==> src/rtl/program_mem_arbiter.sv <==
// Round-robin arbiter sharing one program-memory read port between NUM_FETCHERS fetch units.
// Latency: valid seen in IDLE -> mem_read_valid next cycle; mem_read_ready at k -> ready pulse k+1, re-arbitrate k+3.
// Backpressure: one transaction in flight; requesters hold valid/address until their one-cycle ready pulse.
module program_mem_arbiter #(
  parameter int NUM_FETCHERS          = 4,
  parameter int PROGRAM_MEM_ADDR_BITS = 8,
  parameter int PROGRAM_MEM_DATA_BITS = 16,
  localparam int GW = (NUM_FETCHERS > 1) ? $clog2(NUM_FETCHERS) : 1
) (
  input  logic                                            clk,
  input  logic                                            reset,
  input  logic [NUM_FETCHERS-1:0]                         fetcher_read_valid,
  input  logic [NUM_FETCHERS*PROGRAM_MEM_ADDR_BITS-1:0]   fetcher_read_address,
  output logic [NUM_FETCHERS-1:0]                         fetcher_read_ready,
  output logic [NUM_FETCHERS*PROGRAM_MEM_DATA_BITS-1:0]   fetcher_read_data,
  output logic                                            mem_read_valid,
  output logic [PROGRAM_MEM_ADDR_BITS-1:0]                mem_read_address,
  input  logic                                            mem_read_ready,
  input  logic [PROGRAM_MEM_DATA_BITS-1:0]                mem_read_data,
  output logic [GW-1:0]                                   grant_id,
  output logic                                            busy
);

  localparam int N = NUM_FETCHERS;
  localparam int A = PROGRAM_MEM_ADDR_BITS;
  localparam int D = PROGRAM_MEM_DATA_BITS;

  typedef enum logic [1:0] {S_IDLE, S_ISSUE, S_RESPOND, S_COOLDOWN} state_t;

  state_t         state_q, state_d;
  logic [GW-1:0]  ptr_q, ptr_d;
  logic [GW-1:0]  grant_q, grant_d;
  logic [A-1:0]   addr_q, addr_d;
  logic           mvld_q, mvld_d;
  logic [N-1:0]   rdy_q, rdy_d;
  logic [N*D-1:0] data_q, data_d;
  logic           busy_q, busy_d;

  logic           pick_vld;
  logic [GW-1:0]  pick_idx;
  logic [GW-1:0]  cand;

  // Round-robin pick: descending scan so the requester closest to ptr (at or after it) wins.
  always_comb begin
    pick_vld = 1'b0;
    pick_idx = '0;
    cand     = '0;
    for (int k = N - 1; k >= 0; k--) begin
      cand = GW'((int'(ptr_q) + k) % N);
      if (fetcher_read_valid[cand]) begin
        pick_vld = 1'b1;
        pick_idx = cand;
      end
    end
  end

  // Next-state and registered-output computation; ready pulse defaults low every cycle.
  always_comb begin
    state_d = state_q;
    ptr_d   = ptr_q;
    grant_d = grant_q;
    addr_d  = addr_q;
    mvld_d  = mvld_q;
    rdy_d   = '0;
    data_d  = data_q;
    case (state_q)
      S_IDLE: begin
        if (pick_vld) begin
          grant_d = pick_idx;
          addr_d  = fetcher_read_address[int'(pick_idx)*A +: A];
          mvld_d  = 1'b1;
          state_d = S_ISSUE;
        end
      end
      S_ISSUE: begin
        if (mem_read_ready) begin
          data_d[int'(grant_q)*D +: D] = mem_read_data;
          mvld_d         = 1'b0;
          rdy_d[grant_q] = 1'b1;
          state_d        = S_RESPOND;
        end
      end
      S_RESPOND: begin
        // Pointer advances only once the transaction is delivered, so an aborted one never moves it.
        ptr_d   = (int'(grant_q) == N - 1) ? '0 : grant_q + GW'(1);
        state_d = S_COOLDOWN;
      end
      default: begin
        // Cooldown gives the served fetcher a cycle to drop valid before re-arbitration.
        state_d = S_IDLE;
      end
    endcase
    busy_d = (state_d != S_IDLE);
  end

  // State and output registers; async reset aborts any in-flight request immediately.
  always_ff @(posedge clk or posedge reset) begin
    if (reset) begin
      state_q <= S_IDLE;
      ptr_q   <= '0;
      grant_q <= '0;
      addr_q  <= '0;
      mvld_q  <= 1'b0;
      rdy_q   <= '0;
      data_q  <= '0;
      busy_q  <= 1'b0;
    end else begin
      state_q <= state_d;
      ptr_q   <= ptr_d;
      grant_q <= grant_d;
      addr_q  <= addr_d;
      mvld_q  <= mvld_d;
      rdy_q   <= rdy_d;
      data_q  <= data_d;
      busy_q  <= busy_d;
    end
  end

  assign fetcher_read_ready = rdy_q;
  assign fetcher_read_data  = data_q;
  assign mem_read_valid     = mvld_q;
  assign mem_read_address   = addr_q;
  assign grant_id           = grant_q;
  assign busy               = busy_q;

endmodule

==> config.mk <==
export PLATFORM = sky130hd
export DESIGN_NAME = program_mem_arbiter
export DESIGN_NICKNAME = d
export VERILOG_FILES = /design/src/rtl/program_mem_arbiter.sv
export SDC_FILE = /design/constraint.sdc
export NUM_CORES = 1
export LEC_CHECK = 0
export BUFFER_PORTS_ARGS = -buffer_cell sky130_fd_sc_hd__clkbuf_2
export CAP_MARGIN = 10
export CORE_ASPECT_RATIO = 0.9
export CORE_MARGIN = 10
export CORE_UTILIZATION = 54
export CTS_CLUSTER_DIAMETER = 60
export CTS_CLUSTER_SIZE = 20
export DETAILED_ROUTE_END_ITERATION = 10
export HOLD_SLACK_MARGIN = 0.05
export PLACE_DENSITY = 0.95
export SETUP_SLACK_MARGIN = 0.4
export SLEW_MARGIN = 20
export SYNTH_ARGS = -nofsm -noshare
export SYNTH_HDL_FRONTEND = slang
export SYNTH_SLANG_ARGS = --single-unit
==> constraint.sdc <==
create_clock -name clk -period 4.29 [get_ports clk]
set_clock_uncertainty 0.15 [all_clocks]
set_input_delay 0.2145 -clock clk [delete_from_list [all_inputs] [get_ports clk]]
set_output_delay 0.2145 -clock clk [all_outputs]
set_load 0.05 [all_outputs]
==> flow_summary.yaml, run 1 <==
setup_path:
  startpoint: "grant_id[0]"
  rr_endpoint: "fetcher_read_data[47]"
  crit_required_ps: 4390
  rr_startpoint: "grant_id[0]"
  crit_arrival_ps: 2690
  r2r_slack_ps: 1700
  cpLargestDelayFamily: "simple AND/OR/NAND/NOR gates"
  slowest_stage: "nor3b_2"
  worstPathMaxFanout: 16
  endpoint_kind: "flip-flop"
  path_class: "reg -> reg"
  cp.buffers_inverters: 1
  reg2reg_depth: 5
  crit_path_cell_trace: "inv_1 -> ha_1 -> nor3b_2 -> nand2_1 -> o21ai_0"
  critPathMaxStageDelay_ps: 810
  cp-start-kind: "flip-flop"
timing:
  rsz0062_at_grt: "false"
  timing.slew.headroom_pct: 34.1
  hold_violations: 0
  fmax_mhz: 386
  slew_viol_final: 0
  setup_violations: 0
  worst_pin_slew_ps: 984
  period_share_pct: 60.3
  tns_ps: 0
  fin_crit_ps: 2590
pwr:
  totalPowerFinal_mw: 3.57
  p_comb_share_pct: 49.7
  p_seq_share_pct: 32.8
  p_switching_mw: 1.80
  power.internal_mw: 1.77
  leakagePower_nw: 2.45
  sw_frac_of_total_pct: 50.4
  power_frac_clock_pct: 17.5
  max-vdd-ir-drop_uv: 486
  powerDensity_nw_per_um2: 720
routing:
  met2_length_um: 5570
  wl_um: 11500
  drt_iter0_drc: 209
  viasPerCell: 5.48
  wl_per_cell_um: 17.7
  drc: 0
  firstDrtPassIters: 5
  routedLengthMet1_um: 4150
  top_layer_used: "met4"
  dr_wl_met3_um: 1470
  vias: 3569
  ant_nets: 0
cells_and_area:
  drive_gt1_share_pct: 29.9
  antennaDiodeCount: 0
  area_growth_pct: 30.9
  final_nets: 617
  fillers: 462
global_routing:
  antenna_found_initial: 0
  grt_pass1_wl_um: 18500
  grt_util_all_layers_pct: 21.6
  overflow: 0
  grt_max_degree: 49
  grt_pass1_vias: 3626
synth:
  synth_cells: 403
  netlist_area_um2: 3790
  syn_avg_cell_area_um2: 9.42
  ys_ff_latch: 84
  yosysSeqAreaShare_pct: 55.4
  synth.distinct_cells: 42
  syn_nets: 464
  ys_warn_count: 0
clock_tree:
  cts_sinks: 84
  cts_tree: "built"
  clkLatencyLatePin_ps: 350
  clk_pin_slew_ps: 90
  cts-htree-levels: 3
  cts-root-buf: "clkbuf_8"
  ctsLongestPathBuffers: 2
  cts_inserted_buffers: 9
  ctsResizeCount: 0
floorplanning:
  die_w_um: 108
  start_util_pct: 56.7
  io_pins: 135
  core-area_um2: 6690
  die_y_um: 99.5
  die_area_um2: 10800
  row_count: 28
worst_hold_path:
  worstHoldEndpoint: "mem_read_address[2]"
  whs_path_depth: 3
  hold_path.class: "in -> reg"
  hp-start: "fetcher_read_address[2]"
run_status:
  outcome: "finished clean"
place:
  dp_hpwl_um: 8220
  portBuffers: 134
  gp_congestion: 0.790
job:
  drv_cap: 0
[routing by layer]
metal	GRT usage, %	vias to the layer above
met4	9.73	0
met5	0	-
met1	23.1	1668
li1	-	1656
met2	36.0	214
met3	9.55	31
[metrics by stage]
step	cells	hold WS, ps	utilization [%]	setup WS, ps	cell area, um2
after floorplan	403	201	-	1760	3790
after global placement	607	205	66.7	1930	4460
after detailed placement	607	207	66.7	1740	4460
after CTS	651	60.5	74.2	1720	4970
after global routing	651	65.7	74.2	1450	4970
final	651	66.5	74.2	1700	4970
[cells in the final DEF, fill, tap and decap left out, drive strengths merged]
cell	synthesis	routed
o22a	1	1
o21ai	73	73
nor3b	3	3
a211oi	2	2
and2	4	4
a21o	1	1
nor3	3	3
o211ai	5	5
a21oi	4	4
dfrtp	84	84
inv	8	9
clkinv	0	1
dlygate4sd3	0	28
nor2b	1	1
nand2	146	146
or2	1	1
clkinvlp	0	2
o31ai	2	2
nand3	5	5
and3	2	2
o21bai	1	1
mux2i	8	8
a221oi	1	1
a2111oi	2	2
ha	6	6
o32ai	1	1
buf	7	1
nor2	5	5
a311oi	1	1
bufinv	0	2
o21a	1	1
nand2b	3	3
mux2	1	1
clkbuf	14	144
a211o	5	5
or4	1	1
o22ai	1	1
[registers in the layout, indices dropped and copies added, names as in the netlist]
| register | cells |
|---|---|
| ptr_q | 2 |
| state_q | 2 |
| grant_id | 2 |
| fetcher_read_data | 64 |
| fetcher_read_ready | 4 |
| busy | 1 |
| mem_read_valid | 1 |
| mem_read_address | 8 |
[what timing repair did]
item / CTS / global route
endpoints found under the hold margin: 118 / 0
setup buffers: 0 / 0
hold buffers: 28 / 0
[area by class of cell]
class / instances / area, um2 / share of cell area, %
Multi-Input combinational cell: 290 / 1540 / 31.0
Sequential cell: 84 / 2100 / 42.3
Clock buffer: 10 / 128 / 2.57
Inverter: 8 / 31.3 / 0.630
Clock inverter: 6 / 95.1 / 1.91
Timing Repair Buffer: 163 / 958 / 19.3
Tap cell: 90 / 113 / 2.27
[worst min-delay path: cells and delay by family]
kind,cells,cell delay (ps)
compound gates,2,250
buf+inv,1,90
[cells in the mapped netlist (all sizes together)]
| cell type | instances | area, um2 |
|---|---|---|
| o211ai | 5 | 37.5 |
| mux2i | 8 | 80.1 |
| or4 | 1 | 7.51 |
| ha | 6 | 75.1 |
| nor2 | 5 | 18.8 |
| or2 | 1 | 8.76 |
| o21bai | 1 | 7.51 |
| a211o | 5 | 43.8 |
| o21a | 1 | 7.51 |
| a2111oi | 2 | 42.5 |
| clkbuf | 14 | 52.6 |
| o31ai | 2 | 20.0 |
| a311oi | 1 | 15.0 |
| inv | 8 | 30.0 |
| nand2 | 146 | 563 |
| and2 | 4 | 25.0 |
| mux2 | 1 | 11.3 |
| and3 | 2 | 17.5 |
| o22a | 1 | 8.76 |
| nor3b | 3 | 37.5 |
| nor3 | 3 | 20.0 |
| nor2b | 1 | 6.26 |
| o32ai | 1 | 8.76 |
| dfrtp | 84 | 2100 |
| buf | 7 | 71.3 |
| nand3 | 5 | 25.0 |
| a221oi | 1 | 8.76 |
| a21o | 1 | 7.51 |
| a211oi | 2 | 25.0 |
| o22ai | 1 | 6.26 |
| a21oi | 4 | 20.0 |
| o21ai | 73 | 365 |
| nand2b | 3 | 18.8 |
[worst max-delay path by stage]
| stage | end | cells past startpoint |
|---|---|---|
| global route | fetcher_read_data[31] | 5 |
| detailed placement | fetcher_read_data[17] | 5 |
| CTS | fetcher_read_data[47] | 5 |
| global placement | fetcher_read_data[30] | 5 |
| finish | fetcher_read_data[47] | 5 |
| floorplan | busy | 1 |
[cells by family (layout without fill, tap and decap cells)]
logic type               count (synthesis)  in the layout  share of synthesized area (%)
buffers and inverters                   29            187                           4.06
flip-flops                              84             84                           55.4
adder cells (fa/ha/maj)                  6              6                           1.98
AND/OR/NAND/NOR                        174            174                           19.7
multiplexers                             9              9                           2.41
AO/OA/AOI/OAI                          101            101                           16.5
[power groups by stage]
stage | combinational, mW | sequential (mW) | clock [mW]
detailed placement | 1.73 | 1.18 | 0
floorplan | 0.646 | 1.86 | 0
global route | 1.91 | 1.20 | 0.669
CTS | 1.77 | 1.17 | 0.632
finish | 1.77 | 1.17 | 0.625
global placement | 1.68 | 1.17 | 0
(Power assumes the default switching activity.)
==> inputs of run 2 (changes only) <==
Settings changed: CORE_UTILIZATION 54 to 50, PLACE_DENSITY 0.95 to 0.89.
Clock period 4.29 ns to 2.5 ns, I/O delays scaled along.
==> flow_summary.yaml, run 2 (same netlist as run 1, synthesis figures left out) <==
setup_path:
  path_class: "reg -> reg"
  crit_arrival_ps: 2100
  critPathMaxStageDelay_ps: 450
  worstPathMaxFanout: 11
  slowest_stage: "dfrtp_1"
  cp-start-kind: "flip-flop"
  crit_path_cell_trace: "mux2i_2 -> o22a_2 -> nand2_4 -> a2111oi_2 -> a211oi_2"
  crit_required_ps: 2570
  endpoint_kind: "flip-flop"
place:
  dp_hpwl_um: 8080
  portBuffers: 134
  gp_congestion: 0.828
cells_and_area:
  area_growth_pct: 37.4
  final_common_cell: "nand2_1"
  largest_reg_flops: 64
  final_cell_mix: "nand2_1 (142), clkbuf_2 (134), dfrtp_1 (82), o21ai_0 (73), dlygate4sd3_1 (46)"
  drive_gt1_share_pct: 30.7
  antennaDiodeCount: 0
  final_nets: 643
  fillers: 547
global_routing:
  overflow: 0
  grt_util_all_layers_pct: 20.9
  grt_max_degree: 59
  antenna_found_initial: 0
  grt_pass1_wl_um: 19500
  grt_pass1_vias: 3676
pwr:
  max-vdd-ir-drop_uv: 840
  powerDensity_nw_per_um2: 1170
  leakagePower_nw: 2.55
timing:
  holdWs_ps: 140
  hold_violations: 0
  timing.slew.headroom_pct: 58.3
  period_share_pct: 80.9
  tns_ps: 0
  fin_crit_ps: 2020
  slew_viol_final: 0
  setup_violations: 0
  rsz0062_at_grt: "false"
  fmax_mhz: 494
  worst_pin_slew_ps: 623
clock_tree:
  cts_tree: "built"
  cts-htree-levels: 3
  ctsLongestPathBuffers: 2
  cts_sinks: 84
  clkLatencyLatePin_ps: 340
  clk_pin_slew_ps: 80
  post_cts_buffers: 0
  cts-root-buf: "clkbuf_8"
  cts_inserted_buffers: 9
routing:
  wl_per_cell_um: 17.6
  viasPerCell: 5.40
  drt_iter0_drc: 198
  wl_um: 12000
  firstDrtPassIters: 5
  vias: 3691
  ant_nets: 0
  drc: 0
run_status:
  outcome: "finished clean"
floorplanning:
  row_count: 30
  core-area_um2: 7470
  io_pins: 135
  die_w_um: 112
  die_area_um2: 11500
  start_util_pct: 50.8
  die_y_um: 103
job:
  drv_cap: 0
worst_hold_path:
  hold_path.class: "in -> reg"
run 2: layer usage:
metal  share of wire (%)  track usage [%]  vias to the layer above
met1                  37             23.3                     1733
li1                    -                -                     1708
met2                  50             36.7                      221
met5                   0                0                        -
met3                  11             7.68                       29
met4                 2.0             6.71                        0
run 2: metrics by stage:
step / setup WS [ps] / utilization, % / total power [mW] / cell area (um2) / instances
floorplan: 450 / - / 4.32 / 3810 / 403
global placement: 517 / 60.9 / 4.95 / 4550 / 621
detailed placement: 407 / 60.9 / 5.05 / 4550 / 621
CTS: 406 / 69.7 / 6.09 / 5210 / 683
global route: 407 / 69.8 / 6.43 / 5220 / 683
finish: 477 / 69.8 / 6.10 / 5220 / 683
run 2: power breakdown:
| part | switching [mW] | internal (mW) | total [mW] |
|---|---|---|---|
| Combinational | 2.31 | 0.787 | 3.10 |
| Sequential | 0.273 | 1.74 | 2.02 |
| Clock | 0.514 | 0.471 | 0.985 |
run 2: repair_timing:
item	in CTS	in global routing
hold endpoints to repair	100	0
hold buffers	46	0
setup endpoints to repair	0	6
resized for setup	0	2
run 2: final timing paths:
check                                            from                    end  slack, ps  depth (start not counted)
worst max register to register               ptr_q[1]    mem_read_address[4]        480                          5
worst min-delay path            fetcher_read_valid[1]             state_q[0]        140                          4
worst min register to register   fetcher_read_data[9]   fetcher_read_data[9]        330                          2
min in group asynchronous                       reset  fetcher_read_data[13]        250                          3
max in group asynchronous                       reset  fetcher_read_data[55]       1280                          4
worst max-delay path                         ptr_q[1]    mem_read_address[4]        480                          5
run 2: critical path, delay by kind of cell, from the launching register on:
family	cells	cell delay, ps
flops	1	450
mux	1	310
simple gates	1	170
compound gates	3	830
run 2: layout make-up:
| cell class | count | area, um2 | share of cell area [%] |
|---|---|---|---|
| clock buffer | 10 | 128 | 2.45 |
| clock inverter | 6 | 71.3 | 1.37 |
| inverter | 8 | 33.8 | 0.648 |
| multi-input combinational | 290 | 1540 | 29.6 |
| sequential | 84 | 2110 | 40.4 |
| tap | 96 | 120 | 2.30 |
| timing repair buffer | 189 | 1210 | 23.2 |
